--- src/rtl/sig_mmio_ctrl_if.sv ---
// Store-path and signature-stream bundle for sig_mmio_ctrl.
// master: core store stage plus signature consumer; slave: the controller.
interface sig_mmio_ctrl_if;
    logic        wr;
    logic [31:0] addr;
    logic [31:0] data_wr;
    logic        stall;
    logic        sig_valid;
    logic [31:0] sig_data;
    logic        sig_ready;
    logic        halt;
    logic        timeout;
    logic [15:0] sig_count;

    modport master (
        output wr, addr, data_wr, sig_ready,
        input  stall, sig_valid, sig_data, halt, timeout, sig_count
    );

    modport slave (
        input  wr, addr, data_wr, sig_ready,
        output stall, sig_valid, sig_data, halt, timeout, sig_count
    );
endinterface

--- src/rtl/sig_mmio_ctrl.sv ---
// Signature capture and halt controller on the data-memory store path.
// Stores to SIG_ADDR are queued and drained over ready/valid; a store to
// HALT_ADDR stalls the core, drains the queue, then raises sticky halt.
// Optional feature macro: SIG_TIMEOUT_EN (cycle-limit shutdown in RUN).
module sig_mmio_ctrl #(
    parameter logic [31:0] SIG_ADDR   = 32'h0000_0F00,
    parameter logic [31:0] HALT_ADDR  = 32'hCAFE_BEEF,
    parameter int unsigned FIFO_DEPTH = 8,
    parameter int unsigned TIMEOUT    = 500000
) (
    input logic            clk,
    input logic            rst,
    sig_mmio_ctrl_if.slave bus
);
    localparam int unsigned AW = $clog2(FIFO_DEPTH);

    typedef enum logic [1:0] {RUN, DRAIN, HALTED} state_t;

    state_t      state;
    logic        halt_q;
    logic [31:0] mem [FIFO_DEPTH];
    logic [AW:0] wr_ptr;
    logic [AW:0] rd_ptr;
    logic [AW:0] rd_next;
    logic [15:0] count_q;
    logic        sig_st;
    logic        halt_st;
    logic        empty;
    logic        full;
    logic        valid;
    logic        push;
    logic        pop;
    logic        drained;

    assign sig_st  = ~bus.wr & (bus.addr == SIG_ADDR);
    assign halt_st = ~bus.wr & (bus.addr == HALT_ADDR);

    assign empty   = (wr_ptr == rd_ptr);
    assign full    = (wr_ptr[AW] != rd_ptr[AW]) && (wr_ptr[AW-1:0] == rd_ptr[AW-1:0]);
    assign valid   = ~empty & (state != HALTED);
    assign push    = (state == RUN) & sig_st & ~full;
    assign pop     = valid & bus.sig_ready;
    assign rd_next = rd_ptr + (AW+1)'(1);
    // No pushes happen outside RUN, so popping the entry just below wr_ptr empties the queue.
    assign drained = empty | (pop & (rd_next == wr_ptr));

    assign bus.stall     = (state == RUN) ? (sig_st & full) : 1'b1;
    assign bus.sig_valid = valid;
    assign bus.sig_data  = valid ? mem[rd_ptr[AW-1:0]] : '0;
    assign bus.halt      = halt_q;
    assign bus.sig_count = count_q;

`ifdef SIG_TIMEOUT_EN
    logic [31:0] cycle_cnt;
    logic        timeout_q;
    logic        timeout_hit;

    assign timeout_hit = (cycle_cnt == 32'(TIMEOUT - 1));
    assign bus.timeout = timeout_q;

    // Free-running cycle count while the core is running.
    always_ff @(posedge clk or negedge rst) begin
        if (!rst) begin
            cycle_cnt <= '0;
        end else if (state == RUN) begin
            cycle_cnt <= cycle_cnt + 32'd1;
        end
    end
`else
    logic unused_timeout;

    assign unused_timeout = (TIMEOUT != 0);
    assign bus.timeout    = 1'b0;
`endif

    // Shutdown sequencing: RUN until halt store (or timeout), DRAIN until empty, then HALTED.
    always_ff @(posedge clk or negedge rst) begin
        if (!rst) begin
            state  <= RUN;
            halt_q <= 1'b0;
`ifdef SIG_TIMEOUT_EN
            timeout_q <= 1'b0;
`endif
        end else begin
            case (state)
                RUN: begin
                    if (halt_st) begin
                        state <= DRAIN;
                    end
`ifdef SIG_TIMEOUT_EN
                    else if (timeout_hit) begin
                        state     <= DRAIN;
                        timeout_q <= 1'b1;
                    end
`endif
                end
                DRAIN: begin
                    if (drained) begin
                        state  <= HALTED;
                        halt_q <= 1'b1;
                    end
                end
                HALTED: begin
                    state <= HALTED;
                end
                default: begin
                    state <= RUN;
                end
            endcase
        end
    end

    // Queue pointers and saturating count of accepted signature words.
    always_ff @(posedge clk or negedge rst) begin
        if (!rst) begin
            wr_ptr  <= '0;
            rd_ptr  <= '0;
            count_q <= '0;
        end else begin
            if (push) begin
                wr_ptr <= wr_ptr + (AW+1)'(1);
                if (count_q != '1) begin
                    count_q <= count_q + 16'd1;
                end
            end
            if (pop) begin
                rd_ptr <= rd_next;
            end
        end
    end

    // Queue storage; contents are only observed while valid.
    always_ff @(posedge clk) begin
        if (push) begin
            mem[wr_ptr[AW-1:0]] <= bus.data_wr;
        end
    end
endmodule

--- src/flat_wrapper.sv ---
// flat-port wrapper written by rule: the top's interface ports become plain ports
module sig_mmio_ctrl_flat 
#(
    parameter logic [31:0] SIG_ADDR   = 32'h0000_0F00,
    parameter logic [31:0] HALT_ADDR  = 32'hCAFE_BEEF,
    parameter int unsigned FIFO_DEPTH = 8,
    parameter int unsigned TIMEOUT    = 500000
)
  (clk, rst, bus_wr, bus_addr, bus_data_wr, bus_sig_ready, bus_stall, bus_sig_valid, bus_sig_data, bus_halt, bus_timeout, bus_sig_count);
  sig_mmio_ctrl_if bus_i ();
  input logic clk;
  input logic rst;
  input wire logic [$bits(bus_i.wr)-1:0] bus_wr;
  input wire logic [$bits(bus_i.addr)-1:0] bus_addr;
  input wire logic [$bits(bus_i.data_wr)-1:0] bus_data_wr;
  input wire logic [$bits(bus_i.sig_ready)-1:0] bus_sig_ready;
  output wire logic [$bits(bus_i.stall)-1:0] bus_stall;
  output wire logic [$bits(bus_i.sig_valid)-1:0] bus_sig_valid;
  output wire logic [$bits(bus_i.sig_data)-1:0] bus_sig_data;
  output wire logic [$bits(bus_i.halt)-1:0] bus_halt;
  output wire logic [$bits(bus_i.timeout)-1:0] bus_timeout;
  output wire logic [$bits(bus_i.sig_count)-1:0] bus_sig_count;
  assign bus_i.wr = bus_wr;
  assign bus_i.addr = bus_addr;
  assign bus_i.data_wr = bus_data_wr;
  assign bus_i.sig_ready = bus_sig_ready;
  assign bus_stall = bus_i.stall;
  assign bus_sig_valid = bus_i.sig_valid;
  assign bus_sig_data = bus_i.sig_data;
  assign bus_halt = bus_i.halt;
  assign bus_timeout = bus_i.timeout;
  assign bus_sig_count = bus_i.sig_count;
  sig_mmio_ctrl #(.SIG_ADDR(SIG_ADDR), .HALT_ADDR(HALT_ADDR), .FIFO_DEPTH(FIFO_DEPTH), .TIMEOUT(TIMEOUT)) u_core (.clk(clk), .rst(rst), .bus(bus_i));
endmodule
--- config.mk ---
export PLATFORM = sky130hd
export DESIGN_NAME = sig_mmio_ctrl_flat
export DESIGN_NICKNAME = d
export VERILOG_FILES = /design/src/rtl/sig_mmio_ctrl_if.sv /design/src/rtl/sig_mmio_ctrl.sv /design/src/flat_wrapper.sv
export SDC_FILE = /design/constraint.sdc
export NUM_CORES = 1
export LEC_CHECK = 0
export ABC_AREA = 1
export CAP_MARGIN = 20
export CORE_UTILIZATION = 55
export CTS_CLUSTER_DIAMETER = 100
export DETAILED_ROUTE_END_ITERATION = 12
export PLACE_DENSITY = 0.88
export SLEW_MARGIN = 30
export SYNTH_ARGS = -nofsm -noshare
export SYNTH_HDL_FRONTEND = slang
export SYNTH_SLANG_ARGS = --single-unit
--- constraint.sdc ---
create_clock -name clk -period 8.7 [get_ports clk]
set_input_delay 2.175 -clock clk [delete_from_list [all_inputs] [get_ports clk]]
set_output_delay 2.175 -clock clk [all_outputs]
set_load 0.05 [all_outputs]
# Yosys cells after proc, flatten, opt, wreduce, memory -nomap -nowiden
# Memory sizes are Yosys's and may differ from the RTL's.
# Index checks and enable logic that the tools add are counted.
# Widths: inputs -> output; s select.
word_totals:
  out_inout_bits: 52
  wordCells: 45
  ram_bits: 256
  memories: 1
  inputBits: 68
  reg_bits: 27
classes:
  n_addsub: 3
  bitwise: 12
  mux: 7
  n_eq_ne: 12
  reduce_logical: 5
memory_table:
  columns: ["name", "depth", "word_bits", "read_ports", "rd_clocked_by_memory_dff", "write_ports", "line_no", "rtl"]
  rows:
  - ["u_core.mem", 8, 32, 1, 0, 1, "sig_mmio_ctrl.sv:21", "logic [31:0] mem [FIFO_DEPTH];"]
op_table:
  columns: ["cell", "count"]
  rows:
  - ["$eq 32x12->1 const B", 1]
  - ["$eq 32x32->1 const B", 1]
  - ["$mux 32", 1]
  - ["$add 16x1->16 const B", 1]
  - ["$ne 16x16->1 const B", 1]
  - ["$add 4x1->4 const B", 2]
  - ["$and 1x1->1", 8]
  - ["$eq 4x4->1", 2]
  - ["$pmux 2 s3", 1]
  - ["$reduce_and 2->1", 3]
  - ["$mux 2", 2]
  - ["$ne 2x1->1 const B", 2]
  - ["$eq 3x3->1", 1]
  - ["$mux 1", 3]
  - ["$not 1->1", 3]
  - ["$eq 2x1->1 const B", 1]
  - ["$eq 2x2->1 const B", 1]
  - ["$logic_not 2->1", 1]
  - ["$ne 2x2->1 const B", 1]
  - ["$logic_and 1x1->1", 1]
  - ["$ne 1x1->1", 1]
  - ["$or 1x1->1", 1]

# Depth between registers and ports, before layout
depth:
  ltp_word: 8
  depth_mapped: 13
  mapped_depth_nobuf: 12

# Least setup slack after synthesis
# No wires, ideal clock.
synth_path:
  path_type: "input to output"
  startpoint: "in bus_addr[23]"
  endpoint: "out bus_stall"
  stages: 5
  n_path_buf: 0
  path_slack_ns: 2.725
  required_ns: 6.525
  t_arrival_ns: 3.800
  cell_sequence: "nor2_1 -> nand2_1 -> nor3_1 -> nand4_1 -> o21ai_0"
synth_via:
  elab_chain_len: 4
synth_rtl:
  columns: ["element", "line_no", "rtl"]
  rows:
  - ["start: declaration", "flat_wrapper.sv:14", "input wire logic [$bits(bus_i.addr)-1:0] bus_addr;"]
  - ["$eq 32x12->1", "sig_mmio_ctrl.sv:35", "assign sig_st = ~bus.wr & (bus.addr == SIG_ADDR);"]
  - ["$and 1x1->1", "sig_mmio_ctrl.sv:35", null]
  - ["$and 1x1->1", "sig_mmio_ctrl.sv:47", "assign bus.stall = (state == RUN) ? (sig_st & full) : 1'b1;"]
  - ["$mux 1", "sig_mmio_ctrl.sv:47", null]
  - ["end: declaration", "flat_wrapper.sv:17", "output wire logic [$bits(bus_i.stall)-1:0] bus_stall;"]
# No other way between the ends.

# Worst setup path in the final report
# Ends and elaborated chain as after synthesis.

==> metrics.md <==
| Metric | Value |
|---|---|
| Initial Util | 56.7% |
| Setup total negative slack | 0 ns |
| Post-synthesis sequential area ratio | 69.3% |
| Vias per Instance | 5.94 |
| Htree depth | 1 |
| Hold crit path type | flop to flop |
| Post-CTS resize count | 0 |
| CP Data Arrival Time | 4.24 ns |
| Gate power share | 41.0% |
| Full die area | 22,500 um2 |
| Leakage | 5.12 nW |
| DRC viols | 0 |
| Yosys cell types | 36 |
| Synth Register Bits | 283 |
| Die height | 150 um |
| Setup CP Type | input port to output port |
| Initial antenna violation count | 1 |
| Setup bufs post-CTS | 0 |
| Grt peak-use layer | met2 |
| Vias in the first global route | 8,308 |
| Commonest non-fill, non-tap cell in the layout | nand2_1 |
| Max-cap viol count | 0 |
| CTS sink cnt | 283 |
| Avg Cell Area, Syn | 11.9 um2 |
| Critical path data required time | 6.53 ns |
| Final HPWL DP | 15.7 mm |
| GRT Overall Usage | 24.6% |
| Clock period minus worst slack | 6.42 ns |
| Worst Skew | 0.0183 ns |
| Via Count | 8,420 |
| Final hold violations | 0 |
| Clock root buffer | clkbuf_16 |
| TritonCTS clock tree | yes |
| Maximum fanout along the worst path | 2 |
| Pins Over Slew Limit | 0 |
| Core Region | 21,300 um2 |
| Post-DR wirelength/cell | 19.6 um |
| Top Ports | 120 |
| DRT iter0 DRCs | 841 |
| Cts hold-fix bufs | 0 |
| Clk pwr share | 25.9% |
| Fillers | 1,352 |
| CTS clk-pin slew, worst paths | 0.06 ns |
| Latest clock arrival within the worst-skew pair | 0.55 ns |
| YS warnings | 0 |
| Rows | 53 |
| Commonest cells after routing, fill and taps aside | nand2_1 (266), edfxtp_1 (256), clkdlybuf4s50_1 (118), a21oi_1 (96), nor2_1 (65) |
| Switch Pwr | 1.86 mW |
| Gpl congestion | 0.847 |
| Post-synth EDFFs | 256 |
| Crit share post-route | 73.8% |
| Worst hold slack | 0.487 ns |
| Total CTS buffers | 28 |
| Met2 usage | 41.9% |
| Cell Area, Synth | 12,100 um2 |
| Clock Path Buffers | 3 |
| Final Util | 68.2% |
| Post-Syn Nets | 1,088 |
| Internal Pwr Total | 2.80 mW |
| Grt total ovfl | 0 |
| Met3 Usage GRT | 3.24% |
| First-pass GRT wire length | 42.5 mm |
| Register area | 8370 um2 |
| TritonRoute pass-1 iters | 7 |
| Final setup fails | 0 |
| Relative slew margins | 46.8% |
| Worst vdd ir | 0.371 mV |
| Layout area overhead | 20.2% |
| Final antenna-violating net count | 0 |
| Die X | 150 um |
| Area of the multi-input gates | 3290 um2 |
| PD cells | 321 nW/um2 |
| Slew at the pin closest to its max-slew limit | 0.798 ns |
| Met1 Resource Use GR | 32.0% |
| Async SR Flop Fraction | 9.54% |
| CP Launch Type | input port |
| WL final | 27.7 mm |
| Sw frac | 39.9% |
| Nets | 1,194 |
| Synth Flop Type | edfxtp_1 |
| Largest net degree at the start of global routing | 104 |
| Mapped Cells | 1,013 |
| CP endpoint kind | output port |
| RSZ-0062 raised after global routing | false |
| Share of cells above drive strength 1 | 8.06% |
| Flop pwr share | 33.1% |
| Max frequency | 156 MHz |
| Status | completed |
| IO buf count | 118 |
synthesized netlist by cell type (10+ instances only):
| library cell | instances | area, um2 |
|---|---|---|
| xor2_1 | 10 | 87.6 |
| a32o_1 | 32 | 320 |
| a211oi_1 | 32 | 240 |
| dfrtp_1 | 27 | 676 |
| nand4_1 | 10 | 62.6 |
| a22oi_1 | 32 | 240 |
| nor2_1 | 73 | 274 |
| inv_1 | 38 | 143 |
| a21oi_1 | 96 | 480 |
| nand3_1 | 30 | 150 |
| edfxtp_1 | 256 | 7690 |
| nand2_1 | 266 | 998 |
| clkbuf_1 | 16 | 60.1 |
| buf_2 | 31 | 155 |
flip-flops by register name, indices dropped and copies added (netlist names):
register,count
u_core.bus.halt,1
u_core.bus.sig_count,16
u_core.mem,256
u_core.rd_ptr,4
u_core.state,2
u_core.wr_ptr,4
critical path, cell delays in order:
cell and delay, ns:
clkdlybuf4s50_1 0.42, nor2_1 0.15, nand2_1 0.07, nor3_1 0.21, nand4_1 0.19, o21ai_0 0.19, clkdlybuf4s50_1 0.83
stage by stage:
stage | power [mW] | worst slack, ns | instances | area (um2)
after floorplan | 2.90 | 2.73 | 1013 | 12100
after global placement | 3.40 | 2.35 | 1358 | 13400
after detailed placement | 3.44 | 2.27 | 1364 | 13600
after CTS | 4.66 | 2.28 | 1416 | 14500
after global routing | 4.84 | 2.16 | 1417 | 14500
final | 4.66 | 2.28 | 1417 | 14500
logic make-up after synthesis:
| logic type | share of synthesized area, % |
|---|---|
| buf+inv | 3.98 |
| xor+xnor | 1.02 |
| flops | 69.3 |
| simple gates | 14.0 |
| other cells | 0.0311 |
| fa+ha+maj | 0.726 |
| compound gates | 10.9 |
power by group through the flow:
stage	logic [mW]	clock network, mW	registers, mW
5_1_grt	2.02	1.27	1.54
3_3_place_gp	1.83	0	1.56
2_1_floorplan	1.37	0	1.53
6_report	1.91	1.21	1.54
3_5_place_dp	1.87	0	1.57
4_1_cts	1.90	1.22	1.54
layout make-up:
class,count,area share [%]
Inverter,47,1.27
Tap cell,275,2.37
Multi-Input combinational cell,625,22.6
Sequential cell,283,57.7
Clock inverter,22,1.51
Timing Repair Buffer,134,9.65
Clock buffer,30,4.88
Antenna cell,1,0.0172
worst paths after layout:
path                                  start                      end  slack (ns)  cells after the start
setup / recovery               bus_addr[23]                bus_stall        2.28                      7
hold / removal              u_core.bus.halt          u_core.bus.halt        0.49                      1
setup reg to reg           u_core.rd_ptr[2]        u_core.mem[6][29]        5.02                     10
hold reg to reg             u_core.bus.halt          u_core.bus.halt        0.49                      1
max in group asynchronous               rst         u_core.rd_ptr[0]        6.39                      2
min in group asynchronous               rst  u_core.bus.sig_count[5]        2.01                      2
routing by layer:
| metal | routed length (um) | vias to the layer above |
|---|---|---|
| met5 | 0 | - |
| met4 | 535 | 0 |
| met3 | 2570 | 50 |
| met2 | 14100 | 479 |
| met1 | 10600 | 4029 |
| li1 | - | 3862 |
No activity file was read; power rests on OpenSTA's default activity.
